==> config.mk <==
export PLATFORM = sky130hd
export DESIGN_NAME = board_shuffle_sequencer
export DESIGN_NICKNAME = d
export VERILOG_FILES = /design/src/rtl/board_shuffle_sequencer.sv
export SDC_FILE = /design/constraint.sdc
export NUM_CORES = 1
export LEC_CHECK = 0
export BUFFER_PORTS_ARGS = -buffer_cell sky130_fd_sc_hd__buf_4
export CAP_MARGIN = 10
export CORE_MARGIN = 5
export CORE_UTILIZATION = 31
export DETAILED_ROUTE_END_ITERATION = 7
export PLACE_DENSITY = 0.59
export SYNTH_ARGS = -nofsm -noshare
export SYNTH_HDL_FRONTEND = slang
export SYNTH_SLANG_ARGS = --single-unit
==> constraint.sdc <==
create_clock -name CLK -period 4.32 [get_ports CLK]
set_clock_uncertainty 0.2 [all_clocks]
set_input_delay 0.432 -clock CLK [delete_from_list [all_inputs] [get_ports CLK]]
set_output_delay 0.432 -clock CLK [all_outputs]
set_load 0.005 [all_outputs]
==> src/rtl/board_shuffle_sequencer.sv <==
// Board write-port owner at game start: fills the 32 squares with the covered piece set,
// Fisher-Yates shuffles them with an LFSR, and passes game-logic writes through while idle.
module board_shuffle_sequencer #(
  parameter logic [15:0] LFSR_SEED = 16'hACE1
) (
  input  logic         CLK,
  input  logic         RESET,
  input  logic         start,
  input  logic [159:0] board_input,
  input  logic [4:0]   gl_addr,
  input  logic [4:0]   gl_piece,
  input  logic         gl_we,
  output logic [4:0]   board_addr,
  output logic [4:0]   board_piece,
  output logic         board_we,
  output logic         busy,
  output logic         done
);

  typedef enum logic [2:0] {IDLE, FILL, PICK, SWAP_A, SWAP_B, DONE} state_t;

  state_t           state;
  logic [4:0]       k, i, j, tmp_i, tmp_j;
  logic [15:0]      lfsr, lfsr_nxt;
  logic [4:0]       r;
  logic [31:0][4:0] sq;

  assign sq       = board_input;
  assign r        = lfsr[4:0];
  assign lfsr_nxt = {1'b0, lfsr[15:1]} ^ (lfsr[0] ? 16'hB400 : 16'h0000);

  // Canonical per-colour set: 5 soldiers, 2 each of cannon..queen, 1 king.
  function automatic logic [2:0] piece_type(input logic [3:0] m);
    if      (m <= 4'd4)  piece_type = 3'd1;
    else if (m <= 4'd6)  piece_type = 3'd2;
    else if (m <= 4'd8)  piece_type = 3'd3;
    else if (m <= 4'd10) piece_type = 3'd4;
    else if (m <= 4'd12) piece_type = 3'd5;
    else if (m <= 4'd14) piece_type = 3'd6;
    else                 piece_type = 3'd7;
  endfunction

  always_ff @(posedge CLK) begin
    if (RESET) begin
      state <= IDLE;
      k     <= 5'd0;
      i     <= 5'd31;
      j     <= 5'd0;
      tmp_i <= 5'd0;
      tmp_j <= 5'd0;
      lfsr  <= LFSR_SEED;
    end else begin
      // Free-running so the arrival time of start seeds the shuffle.
      lfsr <= lfsr_nxt;
      case (state)
        IDLE: if (start) begin
          state <= FILL;
          k     <= 5'd0;
        end
        FILL: begin
          k <= k + 5'd1;
          if (k == 5'd31) begin
            state <= PICK;
            i     <= 5'd31;
          end
        end
        PICK: if (r <= i) begin
          // Rejection sampling: out-of-range draws simply wait for the next LFSR value.
          j     <= r;
          tmp_i <= sq[i];
          tmp_j <= sq[r];
          state <= SWAP_A;
        end
        SWAP_A: state <= SWAP_B;
        SWAP_B: begin
          if (i == 5'd1) state <= DONE;
          else begin
            i     <= i - 5'd1;
            state <= PICK;
          end
        end
        DONE:    state <= IDLE;
        default: state <= IDLE;
      endcase
    end
  end

  // SWAP_B writes the latched tmp_i since square i was already overwritten in SWAP_A.
  always_comb begin
    board_addr  = 5'd0;
    board_piece = 5'd0;
    board_we    = 1'b0;
    case (state)
      IDLE: begin
        board_addr  = gl_addr;
        board_piece = gl_piece;
        board_we    = gl_we;
      end
      FILL: begin
        board_addr  = k;
        board_piece = {k[4], piece_type(k[3:0]), 1'b0};
        board_we    = 1'b1;
      end
      SWAP_A: begin
        board_addr  = i;
        board_piece = tmp_j;
        board_we    = 1'b1;
      end
      SWAP_B: begin
        board_addr  = j;
        board_piece = tmp_i;
        board_we    = 1'b1;
      end
      default: ;
    endcase
  end

  assign busy = (state != IDLE);
  assign done = (state == DONE);

endmodule

==> Word-level counts from Yosys, hierarchy flattened <==
Index checks and enable logic that the tools add are counted.
{ "word_totals": {"ff_bits": 44, "input_bits": 174, "out_inout_bits": 13} }
{ "classes": {"add_sub_neg": 2, "n_lt_le_gt_ge": 9, "eq_ne": 11, "mux": 24, "bitwise_logic": 1, "reduce_logical": 9} }
{ "op_table": {"columns": ["operator", "n"], "rows": [
  ["$bmux 5 s5", 2],
  ["$pmux 5 s4", 2],
  ["$mux 5", 5],
  ["$mux 3", 7],
  ["$pmux 5 s2", 2],
  ["$le 4x4->1 const B", 4],
  ["$mux 16", 1],
  ["$xor 15x16->16", 1],
  ["$pmux 3 s5", 1],
  ["$lt 5x6->1 const B", 2],
  ["$le 4x3->1 const B", 2],
  ["$ne 2x2->1 const B", 4],
  ["$eq 3x2->1 const B", 2],
  ["$eq 3x3->1 const B", 2],
  ["$reduce_and 3->1", 2],
  ["$add 5x1->5 const B", 1],
  ["$eq 5x1->1 const B", 1],
  ["$eq 5x5->1 const B", 1],
  ["$le 5x5->1", 1],
  ["$sub 5x1->5 const B", 1],
  ["$mux 2", 2],
  ["$reduce_and 2->1", 2],
  ["$reduce_bool 2->1", 2],
  ["$eq 3x1->1 const B", 1],
  ["other kinds (5)", 5]
]} }

==> Longest topological paths before layout <==
{ "logic_depth": {"depth_word": 8, "ltp_mapped": 10} }

==> Least setup slack after synthesis <==
Ideal clock, no wire load.
{ "synth_timing": {"path_type": "register -> register", "startpoint": "reg i[4]", "endpoint": "reg tmp_j[1]", "setup_ps": 61, "arrival_ps": 2299, "setup_slack_ps": 1761, "path_stages_with_launch": 10, "period_less_slack_ps": 2559, "cell_sequence": "dfxtp_1 clkbuf_1 clkinv_1 ha_1 and3_1 o21ai_0 a32oi_1 nor2_1 nor2_2 a22o_1"} }
{ "synth_between": {"elab_chain_len": 2} }
{ "synth_lines": {"columns": ["element", "line_no", "text"], "rows": [
  ["from (decl)", "23", "logic [4:0] k, i, j, tmp_i, tmp_j;"],
  ["from (signal assigned)", "78", "i <= i - 5'd1;"],
  ["$le 5x5->1", "67", "PICK: if (r <= i) begin"],
  ["$reduce_and 2->1 (no source line)", null, null],
  ["to (signal assigned)", "71", "tmp_j <= sq[r];"],
  ["to (decl)", "23", null]
]} }
Every way passes these cells.
A chain may end at the register's enable or synchronous reset.

==> Worst setup path after layout <==
Ends and elaborated chain as after synthesis.

==> results.py <==
metrics = {
    "outcome": {
        "status": "complete, no violations",
    },
    "synthesis": {
        "synth_area_leader_cell": "mux4_2",
        "synth_area_leaders": "mux4_2 (23%), dfxtp_1 (19%), mux2i_1 (11%)",
        "seq_area_frac_synth": 0.186,
        "synth_compound_area_frac": 0.155,
        "synth_top_family_by_area": "multiplexers",
        "avgSynthCellArea_um2": 10.3,
        "ys_seq_elements": 44,
        "synth_xor_area_frac": 0.0111,
        "yosys.area_share.simple": 0.133,
        "yosys_most_used_dff": "dfxtp_1",
        "yosysTopAreaCellShare": 0.228,
        "yosys.cell_types.count": 52,
        "yosysMostFrequentCell": "mux2i_1",
        "syn-num-nets": 644,
        "syn_area_um2": 4730,
        "netlist_instances": 460,
        "yosysWarningCount": 0,
        "synthArstFlopShare": 0,
        "synth_adder_area_share": 0.0264,
        "synthMuxAreaShare": 0.429,
        "synthTopCellsByCount": "mux2i_1 (51), mux4_2 (48), dfxtp_1 (44)",
        "synth_edf_count": 0,
    },
    "run": {
        "max_cap_violations": 0,
    },
    "cells_and_area": {
        "area_growth_pct": 34.5,
        "seq_area_um2": 886,
        "nFillCells": 1490,
        "num_antenna_cells": 0,
        "finalNetCount": 803,
        "multi_input_area_um2": 3570,
        "drive_gt1_frac": 0.435,
    },
    "grt": {
        "grt-ovfl-total": 0,
        "grt_max_degree": 35,
        "grt_usage": 0.199,
        "grt_pass1_vias": 5089,
        "antenna_found_initial": 0,
        "grt_pass1_wl_mm": 28.1,
    },
    "sta": {
        "rsz0062_at_grt": "false",
        "hold_viol": 0,
        "slew_headroom": 0.416,
        "setup_viol": 0,
        "slew_viol_final": 0,
        "period_share": 0.764,
        "fmax_mhz": 303,
        "max_slew.worst_pin.slew_ns": 0.875,
        "setup_tns_ns": 0,
        "period_minus_slack_ns": 3.30,
    },
    "floorplanning": {
        "fp.coreArea_um2": 15100,
        "die_x_um": 134,
        "start_util": 0.314,
        "rows": 45,
        "die_h_um": 134,
        "die_area_um2": 17800,
        "io_pins": 187,
    },
    "cts": {
        "clock-sinks": 44,
        "cts_buffers": 5,
        "cts_resized": 0,
        "cts_hold_buf": 0,
        "cts_tree": "done",
        "cts_setup_buffers": 0,
        "ctsLongestPathBuffers": 2,
        "clk_latency_ns": 0.28,
        "clk_pin_slew_worst_paths_ns": 0.06,
        "cts_root_buffer": "clkbuf_16",
        "htree_levels": 2,
    },
    "worst_hold_path": {
        "min_path_type": "reg -> reg",
    },
    "drt": {
        "top_layer": "met4",
        "wire_per_inst_um": 22.5,
        "met3_length_mm": 1.48,
        "wl_met2_mm": 8.90,
        "drc_errors": 0,
        "via_count": 4741,
        "routed_via_density": 5.87,
        "ant_nets": 0,
        "wirelength_mm": 18.2,
        "wl_met1_mm": 7.52,
        "drtPass1Iterations": 5,
        "drt_iter0_markers": 284,
    },
    "worst_setup_path": {
        "slowest_stage": "dfxtp_1",
        "path_class": "reg -> reg",
        "required_ns": 4.35,
        "crit_path_max_incr_delay_ns": 0.67,
        "worstPathCellList": "clkinv_1 -> ha_1 -> and3_1 -> o21ai_0 -> a32oi_1 -> nor2_1 -> nor2_2 -> a22o_1",
        "arrival_ns": 3.33,
        "worstPathMaxFanout": 10,
        "worstSetupStartpointType": "flip-flop",
        "crit_path_end_kind": "flip-flop",
    },
    "place": {
        "io_buffers": 186,
        "dp_hpwl_mm": 14.5,
        "gp_congestion": 0.875,
    },
    "pwr": {
        "peakVddDrop_mv": 0.125,
        "powerDensity_nw_per_um2": 208,
        "p_leak_nw": 2.69,
        "total_power_w": 0.00132,
    },
}
[per-stage QoR]
step,cells,util,area [um2],hold slack (ns),setup slack [ns]
5_1_grt,807,0.422,6370,0.222,0.794
3_3_place_gp,800,0.410,6180,0.195,1.23
2_1_floorplan,460,-,4730,0.189,1.76
3_5_place_dp,800,0.410,6180,0.196,1.07
4_1_cts,807,0.422,6370,0.218,1.05
6_report,807,0.422,6370,0.214,1.02
[layer usage]
metal	up-vias	global-route usage
met5	-	0
met4	0	0.0497
met3	25	0.0495
met2	229	0.335
met1	2322	0.257
li1	2165	-
[final timing paths]
kind | startpoint | endpoint | slack [ns] | cells past startpoint
worst min-delay path | lfsr[12]$_SDFF_PP0_ | lfsr[11]$_SDFF_PP1_ | 0.21 | 1
worst max register to register | i[4]$_SDFFE_PP1P_ | tmp_j[1]$_SDFFE_PP0P_ | 1.02 | 8
worst min register to register | lfsr[12]$_SDFF_PP0_ | lfsr[11]$_SDFF_PP1_ | 0.21 | 1
worst max-delay path | i[4]$_SDFFE_PP1P_ | tmp_j[1]$_SDFFE_PP0P_ | 1.02 | 8
[cell usage in the layout, fill, tap and decap left out, types with 11 or more instances in the layout]
master and instances:
dfxtp_1 40, mux2i_1 51, buf_4 193, o21ai_0 20
mux4_1 15, o22ai_1 15, mux4_2 48, nor2_1 29
a31oi_1 13, o221ai_1 11, a21oi_1 13, nand2_1 31
nor2b_1 17
[power by group]
| part | switching [W] | leakage (nW) | internal [W] | total, W |
|---|---|---|---|---|
| Sequential | 0.0000259 | 0.359 | 0.000419 | 0.000445 |
| Clock | 0.000161 | 0.0899 | 0.000328 | 0.000490 |
| Combinational | 0.000150 | 2.25 | 0.000240 | 0.000390 |
| Total | 0.000337 | 2.69 | 0.000987 | 0.00132 |
[kinds of logic (layout without fill, tap and decap cells)]
group                    after synthesis  in the layout
AND/OR/NAND/NOR                      124            124
multiplexers                         118            118
AO/OA/AOI/OAI                        106            106
buffers and inverters                 52            211
flip-flops                            44             44
adder cells (fa/ha/maj)               10             10
XOR/XNOR                               6              6
[state kept, by name, indices dropped and copies added (netlist names)]
signal / flops
lfsr: 16
i: 5
j: 5
k: 5
tmp_i: 5
tmp_j: 5
state: 3
[critical path, delay by kind of cell (launching register included)]
family / cells / cell delay, ns
compound gates: 3 / 0.71
fa+ha+maj: 1 / 0.41
buf+inv: 1 / 0.42
flops: 1 / 0.67
simple gates: 3 / 0.84
[cell type report]
cell class	count	share of cell area
Tap cell	188	0.0369
Timing Repair Buffer	193	0.227
Clock buffer	5	0.0196
Clock inverter	2	0.00943
Multi-Input combinational cell	364	0.561
Inverter	11	0.00648
Sequential cell	44	0.139
Power figures use the tool's default switching activity.
